<file path="src/rtl/step_tick_gen.sv">
// step_tick_gen: single-cycle enable strobe for the waveform generator's
// phase/select counters. Free-run mode emits a tick every P clk cycles,
// P = max(div_act, 1). Single-step mode emits one tick per button press.
// Optional build macro STEP_TICK_DEBOUNCE_EN: when defined, the button path
// includes a DEB_CYCLES debouncer. When undefined, a press is the rising
// edge of the synchronized button (clean bench-driven input).
module step_tick_gen #(
    parameter int DIV_W       = 26,
    parameter int DEFAULT_DIV = 25000000,
    parameter int DEB_CYCLES  = 250000
) (
    input  logic             clk,
    input  logic             rst_n,
    input  logic [DIV_W-1:0] div_val,
    input  logic             div_load,
    input  logic             run,
    input  logic             step_btn,
    output logic             tick,
    output logic             running
);

    typedef enum logic [0:0] {
        ST_IDLE = 1'b0,
        ST_RUN  = 1'b1
    } state_t;

    localparam logic [DIV_W-1:0] DIV_ZERO = {DIV_W{1'b0}};
    localparam logic [DIV_W-1:0] DIV_ONE  = DIV_W'(1'b1);
    localparam logic [DIV_W-1:0] DIV_DEF  = DIV_W'(DEFAULT_DIV);

    // Elaboration-time sanity check on the debounce length.
    if (DEB_CYCLES < 1) begin : g_param_check
        $error("step_tick_gen: DEB_CYCLES must be at least 1");
    end

    // Reload value for the down-counter: P-1, with a zero period treated as 1.
    function automatic logic [DIV_W-1:0] period_m1(input logic [DIV_W-1:0] d);
        logic [DIV_W-1:0] r;
        if (d == DIV_ZERO) begin
            r = DIV_ZERO;
        end else begin
            r = d - DIV_ONE;
        end
        return r;
    endfunction

    // ------------------------------------------------------------------
    // Button path
    // ------------------------------------------------------------------
    logic sync1_r;
    logic sync2_r;
    logic step_pulse_r;

    // Two-flop synchronizer for the asynchronous push button.
    always_ff @(posedge clk) begin
        if (!rst_n) begin
            sync1_r <= 1'b0;
            sync2_r <= 1'b0;
        end else begin
            sync1_r <= step_btn;
            sync2_r <= sync1_r;
        end
    end

`ifdef STEP_TICK_DEBOUNCE_EN
    localparam int DEB_W = (DEB_CYCLES > 1) ? $clog2(DEB_CYCLES) : 1;
    localparam logic [DEB_W-1:0] DEB_ZERO = {DEB_W{1'b0}};
    localparam logic [DEB_W-1:0] DEB_ONE  = DEB_W'(1'b1);
    localparam logic [DEB_W-1:0] DEB_LAST = DEB_W'(DEB_CYCLES - 1);

    logic [DEB_W-1:0] deb_cnt_r;
    logic             deb_lvl_r;
    logic             deb_prev_r;

    // Debouncer: accept a level change only after DEB_CYCLES stable cycles,
    // then emit a one-cycle pulse on the debounced rising edge.
    always_ff @(posedge clk) begin
        if (!rst_n) begin
            deb_cnt_r    <= DEB_ZERO;
            deb_lvl_r    <= 1'b0;
            deb_prev_r   <= 1'b0;
            step_pulse_r <= 1'b0;
        end else begin
            if (sync2_r != deb_lvl_r) begin
                if (deb_cnt_r == DEB_LAST) begin
                    deb_lvl_r <= ~deb_lvl_r;
                    deb_cnt_r <= DEB_ZERO;
                end else begin
                    deb_cnt_r <= deb_cnt_r + DEB_ONE;
                end
            end else begin
                deb_cnt_r <= DEB_ZERO;
            end
            deb_prev_r   <= deb_lvl_r;
            step_pulse_r <= deb_lvl_r & ~deb_prev_r;
        end
    end
`else
    logic sync_prev_r;

    // Rising-edge detect directly on the synchronized button (no debounce).
    always_ff @(posedge clk) begin
        if (!rst_n) begin
            sync_prev_r  <= 1'b0;
            step_pulse_r <= 1'b0;
        end else begin
            sync_prev_r  <= sync2_r;
            step_pulse_r <= sync2_r & ~sync_prev_r;
        end
    end
`endif

    // ------------------------------------------------------------------
    // Period registers and tick FSM
    // ------------------------------------------------------------------
    state_t           state_r;
    state_t           state_s;
    logic [DIV_W-1:0] cnt_r;
    logic [DIV_W-1:0] cnt_s;
    logic [DIV_W-1:0] div_act_r;
    logic [DIV_W-1:0] div_act_s;
    logic [DIV_W-1:0] div_shadow_r;
    logic [DIV_W-1:0] div_shadow_s;
    logic [DIV_W-1:0] eff_div_s;
    logic             pend_r;
    logic             pend_s;
    logic             pend_clr_s;
    logic             tick_r;
    logic             tick_s;
    logic             running_r;
    logic             running_s;

    // Next-state logic: period apply, count-down, tick generation.
    always_comb begin
        state_s      = state_r;
        cnt_s        = cnt_r;
        div_act_s    = div_act_r;
        tick_s       = 1'b0;
        pend_clr_s   = 1'b0;
        // A pending period takes effect at the same edge the counter reloads.
        eff_div_s    = pend_r ? div_shadow_r : div_act_r;

        case (state_r)
            ST_IDLE: begin
                if (pend_r) begin
                    div_act_s  = div_shadow_r;
                    pend_clr_s = 1'b1;
                end else begin
                    div_act_s  = div_act_r;
                end
                if (run) begin
                    // Run has priority; a coincident step is dropped.
                    state_s = ST_RUN;
                    cnt_s   = period_m1(eff_div_s);
                end else if (step_pulse_r) begin
                    tick_s = 1'b1;
                end else begin
                    tick_s = 1'b0;
                end
            end
            ST_RUN: begin
                if (!run) begin
                    // Partial count is discarded, no tick.
                    state_s = ST_IDLE;
                    cnt_s   = DIV_ZERO;
                end else if (cnt_r == DIV_ZERO) begin
                    tick_s = 1'b1;
                    cnt_s  = period_m1(eff_div_s);
                    if (pend_r) begin
                        div_act_s  = div_shadow_r;
                        pend_clr_s = 1'b1;
                    end else begin
                        div_act_s  = div_act_r;
                    end
                end else begin
                    cnt_s = cnt_r - DIV_ONE;
                end
            end
            default: begin
                state_s = ST_IDLE;
                cnt_s   = DIV_ZERO;
            end
        endcase

        // A new load always wins over the clear of an older one.
        if (div_load) begin
            div_shadow_s = div_val;
            pend_s       = 1'b1;
        end else if (pend_clr_s) begin
            div_shadow_s = div_shadow_r;
            pend_s       = 1'b0;
        end else begin
            div_shadow_s = div_shadow_r;
            pend_s       = pend_r;
        end

        running_s = (state_s == ST_RUN);
    end

    // State and output registers with synchronous active-low reset.
    always_ff @(posedge clk) begin
        if (!rst_n) begin
            state_r      <= ST_IDLE;
            cnt_r        <= DIV_ZERO;
            div_act_r    <= DIV_DEF;
            div_shadow_r <= DIV_DEF;
            pend_r       <= 1'b0;
            tick_r       <= 1'b0;
            running_r    <= 1'b0;
        end else begin
            state_r      <= state_s;
            cnt_r        <= cnt_s;
            div_act_r    <= div_act_s;
            div_shadow_r <= div_shadow_s;
            pend_r       <= pend_s;
            tick_r       <= tick_s;
            running_r    <= running_s;
        end
    end

    assign tick    = tick_r;
    assign running = running_r;

endmodule

</file>
<file path="config.mk">
export PLATFORM = sky130hd
export DESIGN_NAME = step_tick_gen
export DESIGN_NICKNAME = d
export VERILOG_FILES = /design/src/rtl/step_tick_gen.sv
export SDC_FILE = /design/constraint.sdc
export NUM_CORES = 1
export LEC_CHECK = 0
export ABC_AREA = 0
export CAP_MARGIN = 30
export CORE_ASPECT_RATIO = 0.5
export CORE_UTILIZATION = 59
export CTS_CLUSTER_DIAMETER = 60
export DETAILED_ROUTE_END_ITERATION = 6
export GPL_ROUTABILITY_DRIVEN = 0
export PLACE_DENSITY = 0.77
export RECOVER_POWER = 100
export SKIP_LAST_GASP = 1
export SLEW_MARGIN = 40
export SYNTH_ARGS = -nofsm -noshare
export SYNTH_HDL_FRONTEND = slang
export SYNTH_SLANG_ARGS = --single-unit
</file>
<file path="constraint.sdc">
create_clock -name clk -period 4.48 [get_ports clk]
set_clock_uncertainty 0.15 [all_clocks]
set_input_delay 1.344 -clock clk [delete_from_list [all_inputs] [get_ports clk]]
set_output_delay 1.344 -clock clk [all_outputs]
set_load 0.01 [all_outputs]
</file>
==> results of run 1 <==
==> sequential cells by signal, indices dropped and copies added (netlist names) <==
name          cells
div_shadow_r     26
pend_r            1
sync2_r           1
running           1
cnt_r            26
step_pulse_r      1
sync1_r           1
tick              1
div_act_r        26
sync_prev_r       1
==> placed cells by master (no fill, tap or decap), types with 8 or more instances in the layout <==
cell	count
clkdlybuf4s50_1	28
o21ai_0	34
dfxtp_1	85
xnor2_1	15
inv_1	9
xor2_1	13
nor2b_1	20
o211ai_1	8
nor3_1	18
or4_1	8
nor4_1	12
nor2_1	33
nand3_1	30
mux2i_1	46
clkbuf_16	9
nand2_1	74
a21oi_1	20
or3_1	13
==> power by group through the flow <==
stage	Clock [mW]	Sequential (mW)	Combinational [mW]
after floorplan	0	0.877	0.267
after global placement	0	0.901	0.345
after detailed placement	0	0.903	0.351
after CTS	0.767	0.886	0.355
after global routing	0.799	0.898	0.397
final	0.757	0.889	0.361
==> cell families (layout without fill, tap and decap cells) <==
family | Yosys count | count (layout) | synth area share, %
buf+inv | 40 | 66 | 3.36
compound gates | 105 | 105 | 14.9
flops | 85 | 85 | 36.6
fa+ha+maj | 3 | 3 | 0.807
xor+xnor | 28 | 28 | 5.27
mux | 51 | 51 | 11.1
simple gates | 248 | 248 | 28.0
==> cell type report <==
class	count	share of cell area (%)
multi-input combinational	435	52.3
clock inverter	7	1.50
sequential	85	31.9
tap	108	2.53
timing repair buffer	41	6.98
clock buffer	9	4.22
inverter	9	0.632
==> worst reg2reg max path, stage by stage (launching register included) <==
cell      delay (ns)
dfxtp_1         1.04
mux2_1          0.43
inv_1           0.09
ha_1            0.22
nor4b_1         0.36
o22ai_1         0.22
or2_0           0.35
o211ai_1        0.21
buf_4           0.27
nor2_1          0.09
a211o_1         0.26
==> worst max path at each step <==
| stage | from | endpoint | slack (ns) | cells after the start |
|---|---|---|---|---|
| after floorplan | pend_r | cnt_r[20] | 1.15 | 13 |
| after global placement | run | cnt_r[19] | 0.99 | 7 |
| after detailed placement | run | cnt_r[5] | 1.08 | 7 |
| after CTS | pend_r | cnt_r[20] | 1.10 | 10 |
| after global routing | pend_r | cnt_r[20] | 0.42 | 10 |
| final | run | div_act_r[8] | 0.66 | 6 |
==> per-layer routing <==
layer | GRT usage [%] | vias up | wire length [um]
li1 | - | 2083 | -
met1 | 47.2 | 1972 | 6190
met2 | 40.6 | 163 | 4630
met3 | 6.03 | 14 | 738
met4 | 8.18 | 0 | 138
met5 | 0 | - | 0
==> impl_metrics.ini, run 1 <==
[synth]
ys_seq_elements = 85
synth.most_common_cell = dfxtp_1
synth_top_flop_cell = dfxtp_1
synth_cell_types = 57
ys_seq_area_share_pct = 36.6
synth_area_leaders = dfxtp_1, mux2i_1, nand2_1, o21ai_0, nand3_1
yosys.area.top_type = dfxtp_1
synth_edf_count = 0
syn_avg_cell_area_um2 = 8.30
yosysWarnings = 0
synth_area_um2 = 4650
async_flop_share_pct = 0
yosys-top-cells-count = dfxtp_1, nand2_1, mux2i_1
synth.top_cell.area_share_pct = 36.6
syn_nets = 594
postSynthCellCount = 560

[placed_design]
place_area_um2 = 5040
port-buffer-count = 32
dp_hpwl_um = 8270
dpl_worst_slack_ns = 1.08
placedCellCount = 678

[sta]
fmax_ghz = 0.262
relSlewSlack_pct = 5.78
rsz0062_at_grt = false
tightestPinTransition_ns = 1.41
fin_setup_tns_ns = 0
min_period_ns = 3.82
finalSetupViolCount = 0
finalHoldViolations = 0
min_period_over_period_pct = 85.3
whs_ns = 0.242
layout_setup_ws_ns = 0.659
maxSlewViolCount = 0

[cts]
cts_root_buffer = clkbuf_16
cts_made_buffers = 9
post-cts-setup-buffers = 0
clock_path_buffers = 2
htree_levels = 3
ctsResizeCount = 0
clkLatencyLatePin_ns = 0.34
cts_sinks = 85
path_clk_slew_ns = 0.06
cts_tree = built
ctsHoldBuffers = 0

[drt]
detail_route.wl_per_cell_um = 16.9
drt-initial-drc-count = 467
drc = 0
ant_nets = 0
drtPass1Iterations = 6
vias_per_cell = 6.10
vias = 4232
wirelength_um = 11700

[power]
p_int_mw = 1.41
switchingPower_mw = 0.598
power_frac_clock_pct = 37.7
comb_power_share_pct = 18.0
leakage_nw = 2.04
vdd_drop_max_v = 0.000227
swShare_pct = 29.8
power_mw = 2.01
seq_power_share_pct = 44.3
power.density_nw_per_um2 = 376

[worst_hold_path]
hp-start = sync_prev_r
hp-class = reg -> reg
min_path_cells = 1
whs_endpoint = step_pulse_r

[final_layout]
multi_input_area_um2 = 2790
fin_cells = 694
final_net_count = 615
nFillCells = 615
seqCellArea_um2 = 1700
post-route-cell-area_um2 = 5340
finish.utilization_pct = 71.3
diodes = 0
area_delta_synth_final_pct = 14.9
drive_gt1_share_pct = 6.66

[worst_setup_path]
crit_family = buffers and inverters
path_buf_inv = 3
cp_data_arrival_time_ns = 3.83
r2r-end = cnt_r[20]
reg2reg_from = pend_r
startpoint_type = primary input
rrSetupSlack_ns = 0.69
reg2reg_depth = 10
worst_path_max_delay_cell = clkbuf_1
end_kind = flip-flop
path_class = in -> reg
crit_required_ns = 4.49
crit_chain = dlygate4sd3_1 -> inv_1 -> o31a_1 -> nand2b_1 -> clkbuf_1 -> o21ai_0
max_stage_delay_ns = 0.94
crit_fanout = 34

[grt]
grt_max_degree = 76
grt_pass1_vias = 3649
grt.total_usage_pct = 30.1
grt_pass1_wl_um = 19100
antenna_found_initial = 0
grt_overflow = 0

[floorplanning]
dieWidth_um = 128
die_y_um = 64.8
rows = 22
ios = 33
coreArea_um2 = 7490
start_util_pct = 62.1
dieArea_um2 = 8260

[run_status]
status = complete, no violations

[flow_run]
maxCapViolations = 0
Power figures use the tool's default switching activity.
==> run 2: changes to the inputs <==
==> constraint.sdc (replaced) <==
create_clock -name clk -period 4.3 [get_ports clk]
set_clock_uncertainty 0.15 [all_clocks]
set_input_delay 1.29 -clock clk [delete_from_list [all_inputs] [get_ports clk]]
set_output_delay 1.29 -clock clk [all_outputs]
set_load 0.01 [all_outputs]
==> run 2 against run 1 <==
- first-iteration DRC count is 11% higher
- via count is 0.38% higher
- non-clock buffer count up 2
- register-to-register slack improved by 0.03 ns
==> impl_metrics.ini, run 2 (same netlist as run 1, synthesis figures left out) <==
[sta]
finalHoldViolations = 0
rsz0062_at_grt = false
min_period_ns = 3.66
whs_ns = 0.234
fmax_ghz = 0.273
finalSetupViolCount = 0
layout_setup_ws_ns = 0.643
tightestPinTransition_ns = 1.38
min_period_over_period_pct = 85.1
relSlewSlack_pct = 8.13
maxSlewViolCount = 0
fin_setup_tns_ns = 0

[worst_setup_path]
reg2reg_from = pend_r
path_class = in -> reg
worst_path_max_delay_cell = clkbuf_1
startpoint_type = primary input
max_stage_delay_ns = 0.90
crit_chain = dlygate4sd3_1 -> inv_1 -> o31a_1 -> nand2b_1 -> clkbuf_1 -> o21ai_0
crit_fanout = 34
cp_data_arrival_time_ns = 3.68
end_kind = flip-flop
crit_required_ns = 4.32
r2r-end = cnt_r[20]
reg2reg_depth = 8
rrSetupSlack_ns = 0.72

[cts]
cts_root_buffer = clkbuf_16
cts_tree = built
cts_made_buffers = 9
path_clk_slew_ns = 0.06
ctsResizeCount = 0
post-cts-setup-buffers = 0
ctsHoldBuffers = 0
clock_path_buffers = 2
htree_levels = 3
cts_sinks = 85
clkLatencyLatePin_ns = 0.34

[power]
seq_power_share_pct = 43.0
p_int_mw = 1.53
vdd_drop_max_v = 0.000239
comb_power_share_pct = 17.5
power_mw = 2.15
swShare_pct = 28.8
leakage_nw = 2.07
power_frac_clock_pct = 39.4
power.density_nw_per_um2 = 400
switchingPower_mw = 0.620

[final_layout]
diodes = 0
post-route-cell-area_um2 = 5380
area_delta_synth_final_pct = 15.7
layout_commonest_cell = dfxtp_1
mostFrequentLayoutCells = dfxtp_1, nand2_1, mux2i_1
final_net_count = 617
drive_gt1_share_pct = 6.97
reg_top3 = cnt_r (26), div_act_r (26), div_shadow_r (26)

[grt]
grt_pass1_wl_um = 19200
grt_max_degree = 76
top_usage_layer = met1
met2_usage_pct = 42.3
gr-usage-met3_pct = 7.02
grt.total_usage_pct = 30.4
grt_overflow = 0
antenna_found_initial = 0
gr-usage-met1_pct = 46.3
grt_pass1_vias = 3749

[worst_hold_path]
hp-class = reg -> reg
hp-start = sync_prev_r
whs_endpoint = step_pulse_r
min_path_cells = 1

[floorplanning]
start_util_pct = 62.1
coreArea_um2 = 7490
ios = 33
rows = 22
dieWidth_um = 128
dieArea_um2 = 8260
die_y_um = 64.8

[drt]
detail_route.wl_per_cell_um = 16.8
drc = 0
drt-initial-drc-count = 518
vias_per_cell = 6.10
wirelength_um = 11700
ant_nets = 0
vias = 4248
drtPass1Iterations = 5

[placed_design]
place_area_um2 = 5060
dpl_worst_slack_ns = 0.958
port-buffer-count = 32
dp_hpwl_um = 8370

[run_status]
status = complete, no violations

[flow_run]
maxCapViolations = 0
run 2: worst max path at each step:
stage | start | endpoint | slack (ns) | cells after the start
CTS | pend_r | cnt_r[20] | 0.98 | 8
global route | run | div_act_r[4] | 0.41 | 6
floorplan | pend_r | cnt_r[20] | 0.97 | 13
finish | run | div_act_r[23] | 0.64 | 6
global placement | run | cnt_r[19] | 0.88 | 7
detailed placement | pend_r | cnt_r[20] | 0.96 | 8
run 2: metal layers:
layer	wire (um)	up-vias
met2	4700	156
met3	830	16
met5	0	-
li1	-	2077
met4	140	0
met1	6000	1999
run 2: area by class of cell:
class	count	area (um2)
clock inverter	7	105
fill	632	2110
tap	108	135
inverter	9	33.8
clock buffer	9	225
sequential	85	1700
multi-input combinational	435	2790
timing repair buffer	43	388
run 2: per-stage QoR:
stage	utilization, %	cells
after CTS	72.0	696
after floorplan	-	560
after global placement	67.5	679
final	71.9	696
after global routing	71.9	696
after detailed placement	67.6	680
run 2: power by group through the flow:
stage          sequential (mW)  combinational, mW  clock (mW)
2_1_floorplan            0.913              0.278           0
3_3_place_gp             0.937              0.362           0
3_5_place_dp             0.939              0.370           0
4_1_cts                  0.922              0.373       0.860
5_1_grt                  0.935              0.418       0.897
6_report                 0.926              0.377       0.848
run 2: worst max-delay path, delay by kind of cell:
family	cells	cell delay (ns)
AOI/OAI and AO/OA	2	0.61
buffers and inverters	3	1.60
and+or+nand+nor	1	0.16
==> run 3: changes to the inputs <==
--- a/config.mk
+++ b/config.mk
@@ -19,3 +19,4 @@
 export SYNTH_ARGS = -nofsm -noshare
 export SYNTH_HDL_FRONTEND = slang
 export SYNTH_SLANG_ARGS = --single-unit
+export TNS_END_PERCENT = 30
==> results of run 3 <==
Final layout, timing and power as in run 2 (identical DEF).
